[src/rtl/seq_sched_pkg.sv]
// -----------------------------------------------------------------------------
// seq_sched_pkg
// Shared constants for the time-shared "1 then 0" sequence detector.
//   ST_W   : width of one channel's detector state
//   HIT_W  : width of one per-channel detect counter (optional feature)
//   S_IDLE : nothing useful seen yet
//   S_1    : last relevant bit was a 1
//   S_10   : a 1 followed by one or more 0s has been seen (detect state)
// -----------------------------------------------------------------------------
package seq_sched_pkg;

    localparam int ST_W  = 2;
    localparam int HIT_W = 8;

    localparam logic [ST_W-1:0] S_IDLE = 2'b00;
    localparam logic [ST_W-1:0] S_1    = 2'b01;
    localparam logic [ST_W-1:0] S_10   = 2'b10;

endpackage

[src/rtl/seq_step.sv]
// -----------------------------------------------------------------------------
// seq_step
// Purely combinational step of the "1 then 0" detector. One instance is shared
// by all channels; the caller muxes in the granted channel's state and bit.
// Ports:
//   state      in  ST_W  current state of the granted channel
//   serial_bit in  1     incoming serial bit
//   next_state out ST_W  state after consuming serial_bit
//   hit        out 1     next_state is the detect state S_10
// -----------------------------------------------------------------------------
module seq_step
    import seq_sched_pkg::*;
(
    input  logic [ST_W-1:0] state,
    input  logic            serial_bit,
    output logic [ST_W-1:0] next_state,
    output logic            hit
);

    always_comb begin
        next_state = S_IDLE;
        case (state)
            S_IDLE:  next_state = serial_bit ? S_1    : S_IDLE;
            S_1:     next_state = serial_bit ? S_1    : S_10;
            S_10:    next_state = serial_bit ? S_IDLE : S_10;
            // The unused code recovers to idle, so hit stays low.
            default: next_state = S_IDLE;
        endcase
    end

    assign hit = (next_state == S_10);

endmodule

[src/rtl/seq_detect_scheduler.sv]
// -----------------------------------------------------------------------------
// seq_detect_scheduler
// Time-shares one seq_step engine among NCH serial bit channels. Each channel's
// detector state lives in a small register file; a round-robin arbiter grants
// one eligible channel per cycle and the result appears one cycle later,
// tagged with the channel id.
// Optional feature macro: SEQ_SCHED_HITCNT_EN adds per-channel saturating
// 8-bit detect counters on output hit_cnt.
// Ports:
//   clk        in  1        rising-edge clock
//   rst_n      in  1        asynchronous active-low reset
//   req_valid  in  NCH      channel i has a bit to process
//   req_bit    in  NCH      serial bit of channel i
//   req_ready  out NCH      one-hot grant (combinational)
//   clr        in  NCH      synchronous per-channel state clear
//   out_valid  out 1        result of last cycle's grant
//   out_ch     out CHW      channel id of the result
//   out1       out 1        detect flag of the result
//   hit_cnt    out 8*NCH    per-channel detect counters (macro only)
// -----------------------------------------------------------------------------
module seq_detect_scheduler
    import seq_sched_pkg::*;
#(
    parameter  int NCH = 4,
    localparam int CHW = (NCH > 1) ? $clog2(NCH) : 1
)
(
    input  logic               clk,
    input  logic               rst_n,
    input  logic [NCH-1:0]     req_valid,
    input  logic [NCH-1:0]     req_bit,
    output logic [NCH-1:0]     req_ready,
    input  logic [NCH-1:0]     clr,
    output logic               out_valid,
    output logic [CHW-1:0]     out_ch,
    output logic               out1
`ifdef SEQ_SCHED_HITCNT_EN
    ,
    output logic [HIT_W*NCH-1:0] hit_cnt
`endif
);

    logic [NCH-1:0]  eligible;
    logic            grant_any;
    logic [CHW-1:0]  grant_ch;
    logic [CHW-1:0]  ptr_reg;
    logic [CHW-1:0]  ptr_next;
    logic [ST_W-1:0] state_reg [NCH];
    logic [ST_W-1:0] cur_state;
    logic            cur_bit;
    logic [ST_W-1:0] step_state;
    logic            step_hit;

    // A channel being cleared this cycle is never granted.
    assign eligible = req_valid & ~clr;

    // Round-robin search starting at ptr_reg. The sum is one bit wider than
    // the id so the wrap works for channel counts that are not powers of two.
    always_comb begin
        logic [CHW:0]   sum;
        logic [CHW-1:0] idx;
        grant_any = 1'b0;
        grant_ch  = '0;
        sum       = '0;
        idx       = '0;
        for (int k = 0; k < NCH; k++) begin
            sum = {1'b0, ptr_reg} + (CHW+1)'(k);
            if (sum >= (CHW+1)'(NCH)) begin
                sum = sum - (CHW+1)'(NCH);
            end
            idx = sum[CHW-1:0];
            if (!grant_any && eligible[idx]) begin
                grant_any = 1'b1;
                grant_ch  = idx;
            end
        end
    end

    assign req_ready = grant_any ? (NCH'(1) << grant_ch) : '0;
    assign ptr_next  = (grant_ch == CHW'(NCH - 1)) ? '0 : grant_ch + 1'b1;

    assign cur_state = state_reg[grant_ch];
    assign cur_bit   = req_bit[grant_ch];

    seq_step u_step (
        .state      (cur_state),
        .serial_bit (cur_bit),
        .next_state (step_state),
        .hit        (step_hit)
    );

    always_ff @(posedge clk or negedge rst_n) begin
        if (!rst_n) begin
            ptr_reg   <= '0;
            out_valid <= 1'b0;
            out_ch    <= '0;
            out1      <= 1'b0;
            for (int i = 0; i < NCH; i++) begin
                state_reg[i] <= S_IDLE;
            end
        end else begin
            out_valid <= grant_any;
            // out_ch/out1 keep the last result while idle.
            if (grant_any) begin
                ptr_reg <= ptr_next;
                out_ch  <= grant_ch;
                out1    <= step_hit;
            end
            for (int i = 0; i < NCH; i++) begin
                if (clr[i]) begin
                    state_reg[i] <= S_IDLE;
                end else if (grant_any && (grant_ch == CHW'(i))) begin
                    state_reg[i] <= step_state;
                end
            end
        end
    end

`ifdef SEQ_SCHED_HITCNT_EN
    logic [HIT_W-1:0] hit_cnt_reg [NCH];

    // Counted at the grant edge, so the count moves together with out1.
    always_ff @(posedge clk or negedge rst_n) begin
        if (!rst_n) begin
            for (int i = 0; i < NCH; i++) begin
                hit_cnt_reg[i] <= '0;
            end
        end else begin
            for (int i = 0; i < NCH; i++) begin
                if (clr[i]) begin
                    hit_cnt_reg[i] <= '0;
                end else if (grant_any && (grant_ch == CHW'(i)) && step_hit
                             && (hit_cnt_reg[i] != '1)) begin
                    hit_cnt_reg[i] <= hit_cnt_reg[i] + 1'b1;
                end
            end
        end
    end

    for (genvar gi = 0; gi < NCH; gi++) begin : g_hit_out
        assign hit_cnt[gi*HIT_W +: HIT_W] = hit_cnt_reg[gi];
    end
`endif

endmodule

[config.mk]
export PLATFORM = sky130hd
export DESIGN_NAME = seq_detect_scheduler
export DESIGN_NICKNAME = d
export VERILOG_FILES = /design/src/rtl/seq_sched_pkg.sv /design/src/rtl/seq_step.sv /design/src/rtl/seq_detect_scheduler.sv
export SDC_FILE = /design/constraint.sdc
export NUM_CORES = 1
export LEC_CHECK = 0
export ABC_AREA = 1
export BUFFER_PORTS_ARGS = -buffer_cell sky130_fd_sc_hd__buf_4
export CAP_MARGIN = 20
export CELL_PAD_IN_SITES_DETAIL_PLACEMENT = 0
export CELL_PAD_IN_SITES_GLOBAL_PLACEMENT = 1
export CORE_UTILIZATION = 38
export DETAILED_ROUTE_END_ITERATION = 10
export PLACE_DENSITY_LB_ADDON = 0.15
export REMOVE_ABC_BUFFERS = 1
export SYNTH_ARGS = -nofsm -noshare
export SYNTH_HDL_FRONTEND = slang
export SYNTH_HIERARCHICAL = 1
export SYNTH_SLANG_ARGS = --single-unit
export TNS_END_PERCENT = 100
[constraint.sdc]
create_clock -name clk -period 2.3 [get_ports clk]
set_input_delay 0.115 -clock clk [delete_from_list [all_inputs] [get_ports clk]]
set_output_delay 0.115 -clock clk [all_outputs]
set_load 0.01 [all_outputs]
==> key figures <==
Status
  – Status: complete, no violations

Flow run
  – Max Cap Viol: 0

Timing
  – Final Hold Vio Count: 0
  – Peak Freq: 0.458 GHz
  – Final setup skew: 0.00996 ns
  – Tcrit/Tclk final: 94.9%
  – Finish-stage setup viols: 0
  – Slew @ Worst Pin: 0.221 ns
  – Slew HR: 85.2%
  – Min Tclk post-route: 2.18 ns
  – RSZ-0062 raised after global routing: true
  – Count of pins over their slew limit: 0

CTS
  – Clock latency on the worst-skew pair: 0.30 ns
  – CTS tree: built
  – Clock transition at path regs: 0.09 ns
  – CTS Buf Count: 3
  – H-tree lvl count: 1
  – # clock sinks: 14
  – Clock Tree Root: clkbuf_4
  – CTS Buffer Depth: 2

Synth
  – Post-synthesis xor/xnor area fraction: 0%
  – Compound-cell area share of the yosys netlist: 3.33%
  – Seq/Total Area, Yosys: 32.1%
  – Post-Synth Simple-Gate Area: 57.8%
  – Largest family of logic cells by synthesized area: simple AND/OR/NAND/NOR gates
  – Post-synthesis mux area share: 0%
  – YS warnings: 6
  – Area of the mapped netlist: 1090 µm²
  – Adder-cell area share of the yosys netlist: 0%
  – Yosys cell types: 21
  – Avg Cell Area, Syn: 7.08 µm²
  – Post-Synthesis Cells: 154
  – Flops & latches, synth: 14

Floorplanning
  – Die Area: 3090 µm²
  – Die width: 55.6 µm
  – Core area: 2730 µm²
  – Die Ht: 55.6 µm
  – Starting density of the core: 39.9%
  – # IOs: 22
  – Row cnt: 19

Power and ir drop
  – P per Cell Area: 1680 nW/µm²
  – Maximum VDD drop: 0.00101 V
  – Leak pwr: 0.000767 µW
  – Design Power: 2300 µW

Cells and area
  – N_diodes: 0
  – Layout cells sized above 1: 33.9%
  – Nets: 198
  – # fillers: 266
  – Max reg flops: 8
  – Area Growth Syn to Fin: 25.5%
  – Non-Filler Instances: 214
  – Fin area: 1370 µm²

Setup path
  – Worst path cell trace: nand3_1, nand3_1, nand2_1, inv_2, nand3_2, nand3_4, nand2_4, buf_4, nand2_2, nor2_4, buf_4
  – Reg-to-reg endpoint: state_reg[3]
  – CP max FO: 9
  – Critical path class: reg -> out
  – R2R cell count: 16
  – Setup crit start kind: register
  – Arrival time worst endpoint: 2.07 ns
  – Worst Path Buf+Inv: 3
  – Critical Path Sink Type: primary output
  – CP top delay family: simple AND/OR/NAND/NOR gates
  – WP depth: 11
  – R2R Path Start: ptr_reg[0]
  – Flop-to-flop setup slack: 0.20 ns
  – CP max stage delay: 0.48 ns
  – Critical Path RT: 2.18 ns
  – Critical-path top delay cell: dfrtp_2

Route
  – Antenna Nets Post-Route: 0
  – Via count: 1096
  – Pre-antenna DRT Iters: 4
  – DRC violations left: 0
  – Routed WL: 2690 µm
  – WL per Instance: 12.6 µm
  – Iter 0 DRT Violations: 39
  – Number of vias per cell: 5.12

Global route
  – Largest net degree at the start of global routing: 15
  – First-pass GRT wire length: 4760 µm
  – Vias in the first global route: 1028
  – Initial antenna violation count: 0
  – All-Layer GR Usage: 19.6%
  – Congestion Overflow GR: 0

Hold path
  – Hold path startpoint: clr[2]
  – Worst Hold End: state_reg[3]
  – Hold depth: 4
  – Hold WC Path Type: in -> reg

Place
  – Placement Cell Area: 1300 µm²
  – DPL Wire Length: 2120 µm
  – Port bufs: 21
  – GPL Wtd Cong: 0.917
  – Placed insts: 209
-- Yosys cell counts, drive strengths merged --
library cell / number / share of area, %
o21ai: 1 / 0.46
nand4: 2 / 1.7
a21oi: 1 / 1.5
inv: 13 / 4.7
o21a: 1 / 0.69
buf: 2 / 2.1
nand3: 35 / 20
nand2: 74 / 28
dfrtp: 14 / 32
nor2: 10 / 7.2
o211ai: 1 / 0.69
-- worst max path at each step --
| stage | startpoint | to | slack [ns] |
|---|---|---|---|
| final | ptr_reg[0] | req_ready[0] | 0.12 |
| after global routing | ptr_reg[0] | state_reg[5] | -0.05 |
| after CTS | ptr_reg[0] | req_ready[0] | 0.06 |
| after detailed placement | ptr_reg[0] | state_reg[3] | 0.15 |
| after global placement | ptr_reg[1] | state_reg[3] | 0.18 |
| after floorplan | ptr_reg[0] | state_reg[1] | 0.24 |
-- cell families (layout without fill, tap and decap cells) --
group,Yosys count,after routing
AND/OR/NAND/NOR,121,121
flip-flops,14,14
AO/OA/AOI/OAI,4,4
buffers and inverters,15,44
-- cell type report --
cell class / instances / area (µm²) / area share, %
clock buffers: 4 / 36.3 / 2.65
inverters: 13 / 53.8 / 3.93
multi-input cells: 125 / 682 / 49.8
flip-flops and latches: 14 / 353 / 25.8
well taps: 31 / 38.8 / 2.83
repair buffers: 27 / 205 / 15.0
-- layout by cell type, fill, tap and decap left out --
master          n
nor2_1          3
nand2_1        67
dlygate4sd3_1   1
inv_4           2
inv_2           3
nand2_2         4
nand3_1        26
nor2_2          2
clkbuf_4        3
nand3_2         8
nand3_4         1
a21oi_4         1
nor2_4          4
nand2_4         3
nand4_2         1
nor2_8          1
o21a_1          1
nand4_1         1
dfrtp_2         2
o211ai_1        1
buf_4          26
o21ai_1         1
dfrtp_1        12
clkbuf_8        1
inv_1           8
-- tightest hold or removal path, delay by kind of cell --
family / cells / cell delay (ns)
buf+inv: 2 / 0.15
simple gates: 2 / 0.13
-- per-layer routing --
metal	vias up	global-route usage, %	part of all wire (%)
met5	-	0	0
met4	0	7.50	2.0
met3	5	2.09	3.3
met2	26	30.3	47
met1	510	28.3	47
li1	555	-	-
-- power by group --
group	total, µW	internal [µW]	switching (µW)
combinational	1700	622	1080
clock	185	96.7	88.1
sequential	417	338	79.3
-- stage by stage --
stage / utilization (%) / setup slack (ns) / setup TNS [ns] / hold slack [ns]
2_1_floorplan: - / 0.242 / 0 / -0.181
3_3_place_gp: 47.6 / 0.182 / 0 / -0.0273
3_5_place_dp: 47.6 / 0.146 / 0 / -0.0253
4_1_cts: 49.3 / 0.0608 / 0 / 0.144
5_1_grt: 50.1 / -0.0506 / -0.199 / 0.168
6_report: 50.1 / 0.118 / 0 / 0.132
-- what timing repair did --
action                                 in CTS  in global routing
endpoints found under the hold margin      14                  0
buffers inserted                            0                  0
setup endpoints to repair                   0                 13
resized for setup                           0                  7
hold buffers                                1                  0
(Power assumes the default switching activity.)
